$ cat src/rtl/serial_fsm_states.sv
// State encodings shared by the bit-serial arithmetic blocks (IDLE/SHIFT/DONE).
// Latency: n/a (definitions only).
// Backpressure: n/a (definitions only).
`ifndef SERIAL_FSM_STATES_SVH
`define SERIAL_FSM_STATES_SVH

`define SERIAL_ST_IDLE  2'd0
`define SERIAL_ST_SHIFT 2'd1
`define SERIAL_ST_DONE  2'd2

`endif

$ cat src/rtl/comp2s_to_sm_pkg.sv
// Types shared by the two's-complement to sign-magnitude converter.
// Latency: n/a (package).
// Backpressure: n/a (package).
`ifndef SERIAL_FSM_STATES_SVH
`include "serial_fsm_states.sv"
`endif

package comp2s_to_sm_pkg;

  typedef enum logic [1:0] {
    ST_IDLE  = `SERIAL_ST_IDLE,
    ST_SHIFT = `SERIAL_ST_SHIFT,
    ST_DONE  = `SERIAL_ST_DONE
  } state_e;

endpackage

$ cat src/rtl/HA.sv
// Single-bit half adder: S = A ^ B, Co = A & B.
// Latency: combinational.
// Backpressure: none.
module HA (
  input  logic A,
  input  logic B,
  output logic S,
  output logic Co
);

  assign S  = A ^ B;
  assign Co = A & B;

endmodule

$ cat src/rtl/comp2s_to_sm.sv
// Bit-serial two's-complement to sign-magnitude converter, LSB first, one bit per cycle.
// Latency: input handshake at edge T -> OUT_VALID after edge T+width; one operand in flight.
// Backpressure: result held in DONE until OUT_READY; IN_READY only in IDLE.
//
// Ports: CLK/RST_N clock and async active-low reset; IN/IN_VALID/IN_READY operand
// handshake; OUT_SIGN/OUT_MAG/OUT_MIN/OUT_VALID/OUT_READY registered result handshake.
module comp2s_to_sm
  import comp2s_to_sm_pkg::*;
#(
  parameter int width = 8
) (
  input  logic             CLK,
  input  logic             RST_N,
  input  logic [width-1:0] IN,
  input  logic             IN_VALID,
  output logic             IN_READY,
  output logic             OUT_SIGN,
  output logic [width-1:0] OUT_MAG,
  output logic             OUT_MIN,
  output logic             OUT_VALID,
  input  logic             OUT_READY
);

  localparam int CW = $clog2(width);
  localparam logic [CW-1:0]    CNT_LAST = CW'(width - 1);
  localparam logic [CW-1:0]    CNT_ONE  = CW'(1);
  localparam logic [width-1:0] MIN_MAG  = {1'b1, {(width-1){1'b0}}};

  state_e           state_q, state_d;
  logic [width-1:0] sreg_q, sreg_d;     // operand, shifted right one bit per cycle
  logic [width-1:0] acc_q, acc_d;       // magnitude bits enter at the MSB end
  logic [CW-1:0]    cnt_q, cnt_d;
  logic             carry_q, carry_d;
  logic             op_sign_q, op_sign_d;
  logic             out_sign_q, out_sign_d;
  logic [width-1:0] out_mag_q, out_mag_d;
  logic             out_min_q, out_min_d;
  logic             out_valid_q, out_valid_d;

  logic             cur_bit;
  logic             ha_s, ha_co;
  logic             mag_bit;
  logic [width-1:0] mag_next;

  assign cur_bit = sreg_q[0];

  // Serial negate (~x + 1): invert the bit and ripple the +1 carry through it.
  HA u_ha (
    .A  (~cur_bit),
    .B  (carry_q),
    .S  (ha_s),
    .Co (ha_co)
  );

  assign mag_bit  = op_sign_q ? ha_s : cur_bit;
  assign mag_next = {mag_bit, acc_q[width-1:1]};

  always_comb begin
    state_d     = state_q;
    sreg_d      = sreg_q;
    acc_d       = acc_q;
    cnt_d       = cnt_q;
    carry_d     = carry_q;
    op_sign_d   = op_sign_q;
    out_sign_d  = out_sign_q;
    out_mag_d   = out_mag_q;
    out_min_d   = out_min_q;
    out_valid_d = out_valid_q;

    case (state_q)
      ST_IDLE: begin
        out_valid_d = 1'b0;
        if (IN_VALID) begin
          sreg_d    = IN;
          op_sign_d = IN[width-1];
          cnt_d     = '0;
          carry_d   = 1'b1;
          state_d   = ST_SHIFT;
        end
      end
      ST_SHIFT: begin
        sreg_d  = {1'b0, sreg_q[width-1:1]};
        acc_d   = mag_next;
        carry_d = op_sign_q ? ha_co : carry_q;
        if (cnt_q == CNT_LAST) begin
          // Result is published only once complete; outputs never see partial bits.
          state_d     = ST_DONE;
          out_valid_d = 1'b1;
          out_sign_d  = op_sign_q;
          out_mag_d   = mag_next;
          // Only the most negative operand negates to the lone-MSB magnitude.
          out_min_d   = op_sign_q && (mag_next == MIN_MAG);
        end else begin
          cnt_d = cnt_q + CNT_ONE;
        end
      end
      ST_DONE: begin
        if (OUT_READY) begin
          state_d     = ST_IDLE;
          out_valid_d = 1'b0;
        end
      end
      default: begin
        state_d     = ST_IDLE;
        out_valid_d = 1'b0;
      end
    endcase
  end

  always_ff @(posedge CLK or negedge RST_N) begin
    if (!RST_N) begin
      state_q     <= ST_IDLE;
      sreg_q      <= '0;
      acc_q       <= '0;
      cnt_q       <= '0;
      carry_q     <= 1'b0;
      op_sign_q   <= 1'b0;
      out_sign_q  <= 1'b0;
      out_mag_q   <= '0;
      out_min_q   <= 1'b0;
      out_valid_q <= 1'b0;
    end else begin
      state_q     <= state_d;
      sreg_q      <= sreg_d;
      acc_q       <= acc_d;
      cnt_q       <= cnt_d;
      carry_q     <= carry_d;
      op_sign_q   <= op_sign_d;
      out_sign_q  <= out_sign_d;
      out_mag_q   <= out_mag_d;
      out_min_q   <= out_min_d;
      out_valid_q <= out_valid_d;
    end
  end

  assign IN_READY  = (state_q == ST_IDLE);
  assign OUT_SIGN  = out_sign_q;
  assign OUT_MAG   = out_mag_q;
  assign OUT_MIN   = out_min_q;
  assign OUT_VALID = out_valid_q;

endmodule

$ cat config.mk
export PLATFORM = sky130hd
export DESIGN_NAME = comp2s_to_sm
export DESIGN_NICKNAME = d
export VERILOG_FILES = /design/src/rtl/comp2s_to_sm_pkg.sv /design/src/rtl/HA.sv /design/src/rtl/comp2s_to_sm.sv
export VERILOG_INCLUDE_DIRS = /design/src /design/src/rtl
export SDC_FILE = /design/constraint.sdc
export NUM_CORES = 1
export LEC_CHECK = 0
export ABC_CLOCK_PERIOD_IN_PS = 1700
export CAP_MARGIN = 20
export CORE_UTILIZATION = 31
export DETAILED_ROUTE_END_ITERATION = 10
export HOLD_SLACK_MARGIN = 0.08
export PLACE_DENSITY = 0.47
export SYNTH_ARGS = -nofsm -noshare
export SYNTH_HDL_FRONTEND = slang
export SYNTH_SLANG_ARGS = --single-unit
$ cat constraint.sdc
create_clock -name CLK -period 1.7 [get_ports CLK]
set_input_delay 0.255 -clock CLK [delete_from_list [all_inputs] [get_ports CLK]]
set_output_delay 0.255 -clock CLK [all_outputs]
set_load 0.02 [all_outputs]
==> metrics.yaml, run 1 <==
outcome:
  status: "finished, violations left"
  violations: "design-rule violations"
timing:
  worst_pin_slew_ns: 0.4156
  rsz0062_at_grt: "false"
  max_freq_ghz: 0.6344
  max_slew_margin_pct: 72.29
  hold_viol: 0
  finalCriticalPeriod_ns: 1.576
  finalSetupViolations: 0
  setup_tns_ns: 0
  maxSlewViolCount: 0
  period_share_pct: 92.72
  fin_worst_skew_ns: 0.005128
floorplan:
  die_h_um: 70.66
  core_area_um2: 4444
  num_rows: 24
  die-area_um2: 4993
  start_util_pct: 32.88
  die_w_um: 70.66
  num_io_pins: 24
critical_path:
  crit_path_frequent_cell: "ha_1"
  cp-end-kind: "register"
  crit_required_ns: 1.86
  worstPathCellList: "ha_1 -> ha_1 -> nand3b_2 -> mux2_2"
  criticalPathCategory: "reg2reg"
  critPathLaunchType: "register"
  slowest_stage: "dfrtp_1"
  critPathMaxFanout: 13
  arrival_ns: 1.74
  slowest_delay_ns: 0.39
pwr:
  swShare_pct: 34.88
  p_seq_share_pct: 40.5
  clkPwrFrac_pct: 18.6
  switchingPower_mw: 1.208
  leakage_nw: 0.8210
  pwr-share-comb_pct: 40.9
  internal_power_mw: 2.257
  ir_drop_v: 0.0006305
  power.density_nw_per_um2: 1835
synth:
  yosys.area_share.simple_pct: 10.79
  avgSynthCellArea_um2: 11.88
  synthFlopType: "dfrtp_1"
  syn_area_um2: 1461
  synth_cells: 123
  synth_adder_area_share_pct: 2.568
  synthMuxAreaShare_pct: 13.01
  yosysSeqAreaShare_pct: 56.51
  syn-num-nets: 138
  synth_top_family_by_area: "compound AO/OA/AOI/OAI gates"
  async_flop_share_pct: 100.0
  synth-seq-cells: 33
  ys_types: 26
  synth_xor_area_share_pct: 0
  yosys_warnings: 0
  synth_compound_area_share_pct: 14.13
  synth-edff-count: 0
route:
  drc_errors: 6
  dr.pass1.iters: 10
  vias: 1025
  wire_per_inst_um: 13.91
  drt_iter0_drc: 50
  via_per_inst: 4.928
  ant_nets: 0
  drt_wl_total_mm: 2.893
grt:
  grt_pass1_vias: 1021
  grt_antenna_before_repair: 0
  grt_usage_pct: 13.34
  grt_pass1_wl_mm: 5.071
  grt-ovfl-total: 0
  grt_max_degree: 34
place:
  dp_hpwl_mm: 1.995
  portBuffers: 23
  gp_congestion: 0.6923
  placedCellCount: 200
cts:
  clkSinkCount: 33
  cts_tree: "done"
  postCtsHoldBufs: 0
  clockBufferDepth: 2
  path_clk_slew_ns: 0.07
  htree_num_levels: 2
  clk_latency_ns: 0.28
  cts_root_buf: "clkbuf_8"
  cts_buffers: 5
finish:
  final_common_cell: "dfrtp_1"
  drive_gt1_share_pct: 14.10
  area_growth_syn_to_layout_pct: 29.20
  antenna_cells: 0
  mostFrequentLayoutCells: "dfrtp_1, clkdlybuf4s50_1, mux2_1"
  n_fill_cell: 429
  instances_no_fill: 208
  fin_nets: 170
worst_hold_path:
  hp-class: "in2async"
flow_run:
  cap_violations: 0
-- path summary, 6_finish.rpt --
check                           start          to  slack [ns]  depth (start not counted)
max reg2reg                  cnt_q[0]  OUT_MAG[1]        0.12                          4
max                          cnt_q[0]  OUT_MAG[1]        0.12                          4
min in group CLK           OUT_MAG[7]  OUT_MAG[7]        0.48                          2
min reg2reg                OUT_MAG[7]  OUT_MAG[7]        0.48                          2
min                             RST_N   sreg_q[5]        0.38                          2
max in group asynchronous       RST_N     carry_q        1.02                          2
-- synthesized netlist by cell type (2+ instances only) --
cell type	n	area [um2]
clkbuf_1	3	11.26
o21ai_1	9	45.04
inv_1	2	7.510
buf_4	2	15.01
a22oi_1	7	52.55
mux2_2	4	45.04
a2bb2oi_1	2	17.52
a21oi_1	8	40.04
nand2_1	3	11.26
o21ai_0	4	20.02
and2b_1	2	15.01
nor2_1	4	15.01
dfrtp_1	33	825.8
nand2b_1	5	31.28
mux2_1	12	135.1
buf_2	2	10.01
ha_1	3	37.54
nor2b_1	9	56.30
a22o_1	2	17.52
-- area by class of cell --
class,instances,area [um2],area share (%)
inverters,2,7.507,0.3976
well taps,52,65.06,3.446
clock inverters,1,5.005,0.2651
flip-flops and latches,33,825.8,43.74
multi-input cells,81,591.8,31.35
clock buffers,7,96.34,5.103
repair buffers,32,296.5,15.71
-- metrics by stage --
stage | cell area, um2 | util (%) | power, mW | hold WS (ns) | setup WS [ns]
after floorplan | 1461 | - | 2.297 | -0.04059 | 0.1813
after global placement | 1788 | 40.23 | 2.816 | 0.4712 | 0.1617
after detailed placement | 1788 | 40.23 | 2.864 | 0.4816 | 0.1238
after CTS | 1888 | 42.48 | 3.520 | 0.3967 | 0.1159
after global routing | 1888 | 42.48 | 3.733 | 0.4250 | 0.03083
final | 1888 | 42.48 | 3.465 | 0.3844 | 0.1238
-- layer usage --
metal / vias to the layer above / track usage [%] / routed length, um
met5: - / 0 / 0
met4: 0 / 5.333 / 24
met3: 2 / 4.986 / 164
li1: 498 / - / -
met1: 498 / 18.21 / 1390
met2: 27 / 19.20 / 1313
-- cells by family (layout without fill, tap and decap cells) --
| family | Yosys count | in the layout |
|---|---|---|
| AO/OA/AOI/OAI | 34 | 34 |
| adder cells (fa/ha/maj) | 3 | 3 |
| buffers and inverters | 9 | 42 |
| flip-flops | 33 | 33 |
| multiplexers | 17 | 17 |
| AND/OR/NAND/NOR | 27 | 27 |
-- worst max-delay path: cells and delay by family (launching register included) --
| kind | cells | cell delay [ns] |
|---|---|---|
| flops | 1 | 0.39 |
| mux | 1 | 0.38 |
| fa+ha+maj | 2 | 0.43 |
| simple gates | 1 | 0.26 |
-- timing repair --
action | 4_1_cts | 5_1_grt
resized for setup | 1 | 0
buffers inserted | 0 | 0
setup endpoints to repair | 1 | 0
-- power groups by stage --
stage | Clock (mW) | Combinational [mW] | Sequential, mW
floorplan | 0 | 0.807 | 1.49
global placement | 0 | 1.41 | 1.41
detailed placement | 0 | 1.44 | 1.42
CTS | 0.671 | 1.44 | 1.41
global route | 0.711 | 1.57 | 1.46
finish | 0.643 | 1.42 | 1.40
-- state kept, by name, summed over array words and instances, names as in the netlist --
register,flops
OUT_MAG,8
sreg_q,8
acc_q,7
cnt_q,3
state_q,2
OUT_MIN,1
OUT_SIGN,1
OUT_VALID,1
carry_q,1
op_sign_q,1
Power figures use the tool's default switching activity.
==> run 2, diff against run 1 <==
--- a/config.mk
+++ b/config.mk
@@ -10,8 +10,10 @@
 export CAP_MARGIN = 20
 export CORE_UTILIZATION = 31
 export DETAILED_ROUTE_END_ITERATION = 10
+export GPL_TIMING_DRIVEN = 0
 export HOLD_SLACK_MARGIN = 0.08
 export PLACE_DENSITY = 0.47
+export SLEW_MARGIN = 20
 export SYNTH_ARGS = -nofsm -noshare
 export SYNTH_HDL_FRONTEND = slang
 export SYNTH_SLANG_ARGS = --single-unit
==> run 2 against run 1 <==
Effect of this change:
- the flow still finishes with violations (design-rule violations)
- worst hold slack gained 0.048 ns
- routed wire length increased by 3.5%
- non-clock buffer count did not move
- clock power down 8.9%
- clock skew rose by 0.00070 ns
- via count up 0.39%
- sequential power about the same
- sequential share of layout area is 0.23 points higher
- cell count is 0.48% lower
- setup slack worse by 0.043 ns
- die area stayed put
==> metrics.yaml, run 2 (synthesis results as in run 1) <==
outcome:
  status: "finished, violations left"
  violations: "design-rule violations"
cts:
  cts_buffers: 5
  clockBufferDepth: 2
  path_clk_slew_ns: 0.07
  cts_tree: "done"
  cts_root_buf: "clkbuf_8"
  clk_latency_ns: 0.28
  clkSinkCount: 33
  htree_num_levels: 2
grt:
  grt_pass1_wl_mm: 5.016
  grt_pass1_vias: 1045
  grt-ovfl-total: 0
  grt_max_degree: 20
  grt_antenna_before_repair: 0
  grt_usage_pct: 13.29
route:
  via_per_inst: 4.971
  drt_wl_total_mm: 2.995
  dr.pass1.iters: 7
  wire_per_inst_um: 14.47
  ant_nets: 0
  vias: 1029
  drc_errors: 7
  drt_iter0_drc: 70
timing:
  setup_tns_ns: 0
  finalCriticalPeriod_ns: 1.619
  worst_pin_slew_ns: 0.5119
  worst_slack_ns: 0.08079
  fin_worst_skew_ns: 0.005830
  period_share_pct: 95.25
  max_freq_ghz: 0.6176
  rsz0062_at_grt: "false"
  hold_viol: 0
  max_slew_margin_pct: 65.87
  finalSetupViolations: 0
  maxSlewViolCount: 0
floorplan:
  start_util_pct: 32.88
  die-area_um2: 4993
  core_area_um2: 4444
  die_w_um: 70.66
  num_rows: 24
  die_h_um: 70.66
  num_io_pins: 24
critical_path:
  r2r_slack_ns: 0.08
  r2r-start: "cnt_q[0]"
  reg2regPathDepth: 5
  critPathMaxFanout: 10
  cp-endpoint: "OUT_MAG[5]"
  criticalPathCategory: "reg2reg"
  r2r_end: "OUT_MAG[5]"
  arrival_ns: 1.78
  crit_required_ns: 1.86
  cp-end-kind: "register"
  critPathLaunchType: "register"
  startpoint: "cnt_q[0]"
pwr:
  ir_drop_v: 0.0007842
  leakage_nw: 0.8102
  power.density_nw_per_um2: 1806
finish:
  area_growth_syn_to_layout_pct: 28.51
  final_common_cell: "dfrtp_1"
  drive_gt1_share_pct: 12.90
  antenna_cells: 0
  fin_nets: 170
  mostFrequentLayoutCells: "dfrtp_1, clkdlybuf4s50_1, mux2_1"
  utilization_pct: 42.26
place:
  portBuffers: 23
  pre_cts_ws_ns: -0.1630
  dp_hpwl_mm: 2.105
  gp_congestion: 0.6959
flow_run:
  cap_violations: 0
worst_hold_path:
  hp-class: "in2async"
run 2: changes by cell type in the layout (fill, tap and decap cells not counted):
cell | previous run | this run
clkbuf_1 | 0 | 2
buf_2 | 0 | 2
clkinv_2 | 1 | 0
clkbuf_4 | 0 | 2
dlygate4sd3_1 | 0 | 1
buf_16 | 0 | 1
buf_4 | 9 | 2
dlygate4sd2_1 | 1 | 0
clkbuf_2 | 0 | 2
clkdlybuf4s50_1 | 22 | 21
clkbuf_8 | 7 | 6
run 2: per-stage QoR:
stage          hold WS (ns)  power (mW)  cell area [um2]  cells
4_1_cts              0.4524       3.440             1879    207
3_3_place_gp         0.4648       2.768             1757    198
2_1_floorplan      -0.04059       2.297             1461    123
6_report             0.4328       3.392             1878    207
3_5_place_dp         0.2079       2.830             1779    199
5_1_grt              0.4610       3.638             1878    207
run 2: worst min-delay path by stage:
stage / start / to / slack, ns / depth (start not counted)
6_report: RST_N / acc_q[3] / 0.43 / 2
4_1_cts: RST_N / acc_q[3] / 0.45 / 2
5_1_grt: RST_N / acc_q[3] / 0.46 / 2
2_1_floorplan: RST_N / OUT_MAG[0] / -0.04 / 0
3_3_place_gp: OUT_MIN / OUT_MIN / 0.46 / 2
3_5_place_dp: RST_N / OUT_MAG[3] / 0.21 / 1
run 2: layer usage:
metal  track usage, %  wire (um)  vias to the layer above
li1                 -          -                      501
met2            19.63       1349                       30
met5                0          0                        -
met1            18.10       1457                      494
met4            4.667         25                        0
met3            4.843        163                        4
run 2: where the power goes:
| part | internal [mW] | switching (mW) |
|---|---|---|
| combinational | 0.730 | 0.653 |
| clock | 0.321 | 0.265 |
| sequential | 1.14 | 0.282 |
run 2: area by class of cell:
type                            count  area [um2]
Sequential cell                    33       825.8
Buffer                              7       43.79
Tap cell                           52       65.06
Fill cell                         444        2566
Inverter                            2       7.507
Multi-Input combinational cell     81       591.8
Clock buffer                        7       86.33
Timing Repair Buffer               25       257.7
run 2: worst max-delay path, cell delays in order, from the launching register on:
cell	delay (ns)
dfrtp_1	0.38
ha_1	0.20
ha_1	0.22
nand3b_2	0.13
clkbuf_4	0.23
mux2_1	0.33
run 2: repair_timing:
action | CTS | global route
resized for setup | 4 | 3
pin swaps | 0 | 0
buffers inserted | 0 | 0
hold buffers | 1 | 0
hold endpoints to repair | 14 | 0
endpoints found under the setup margin | 1 | 6
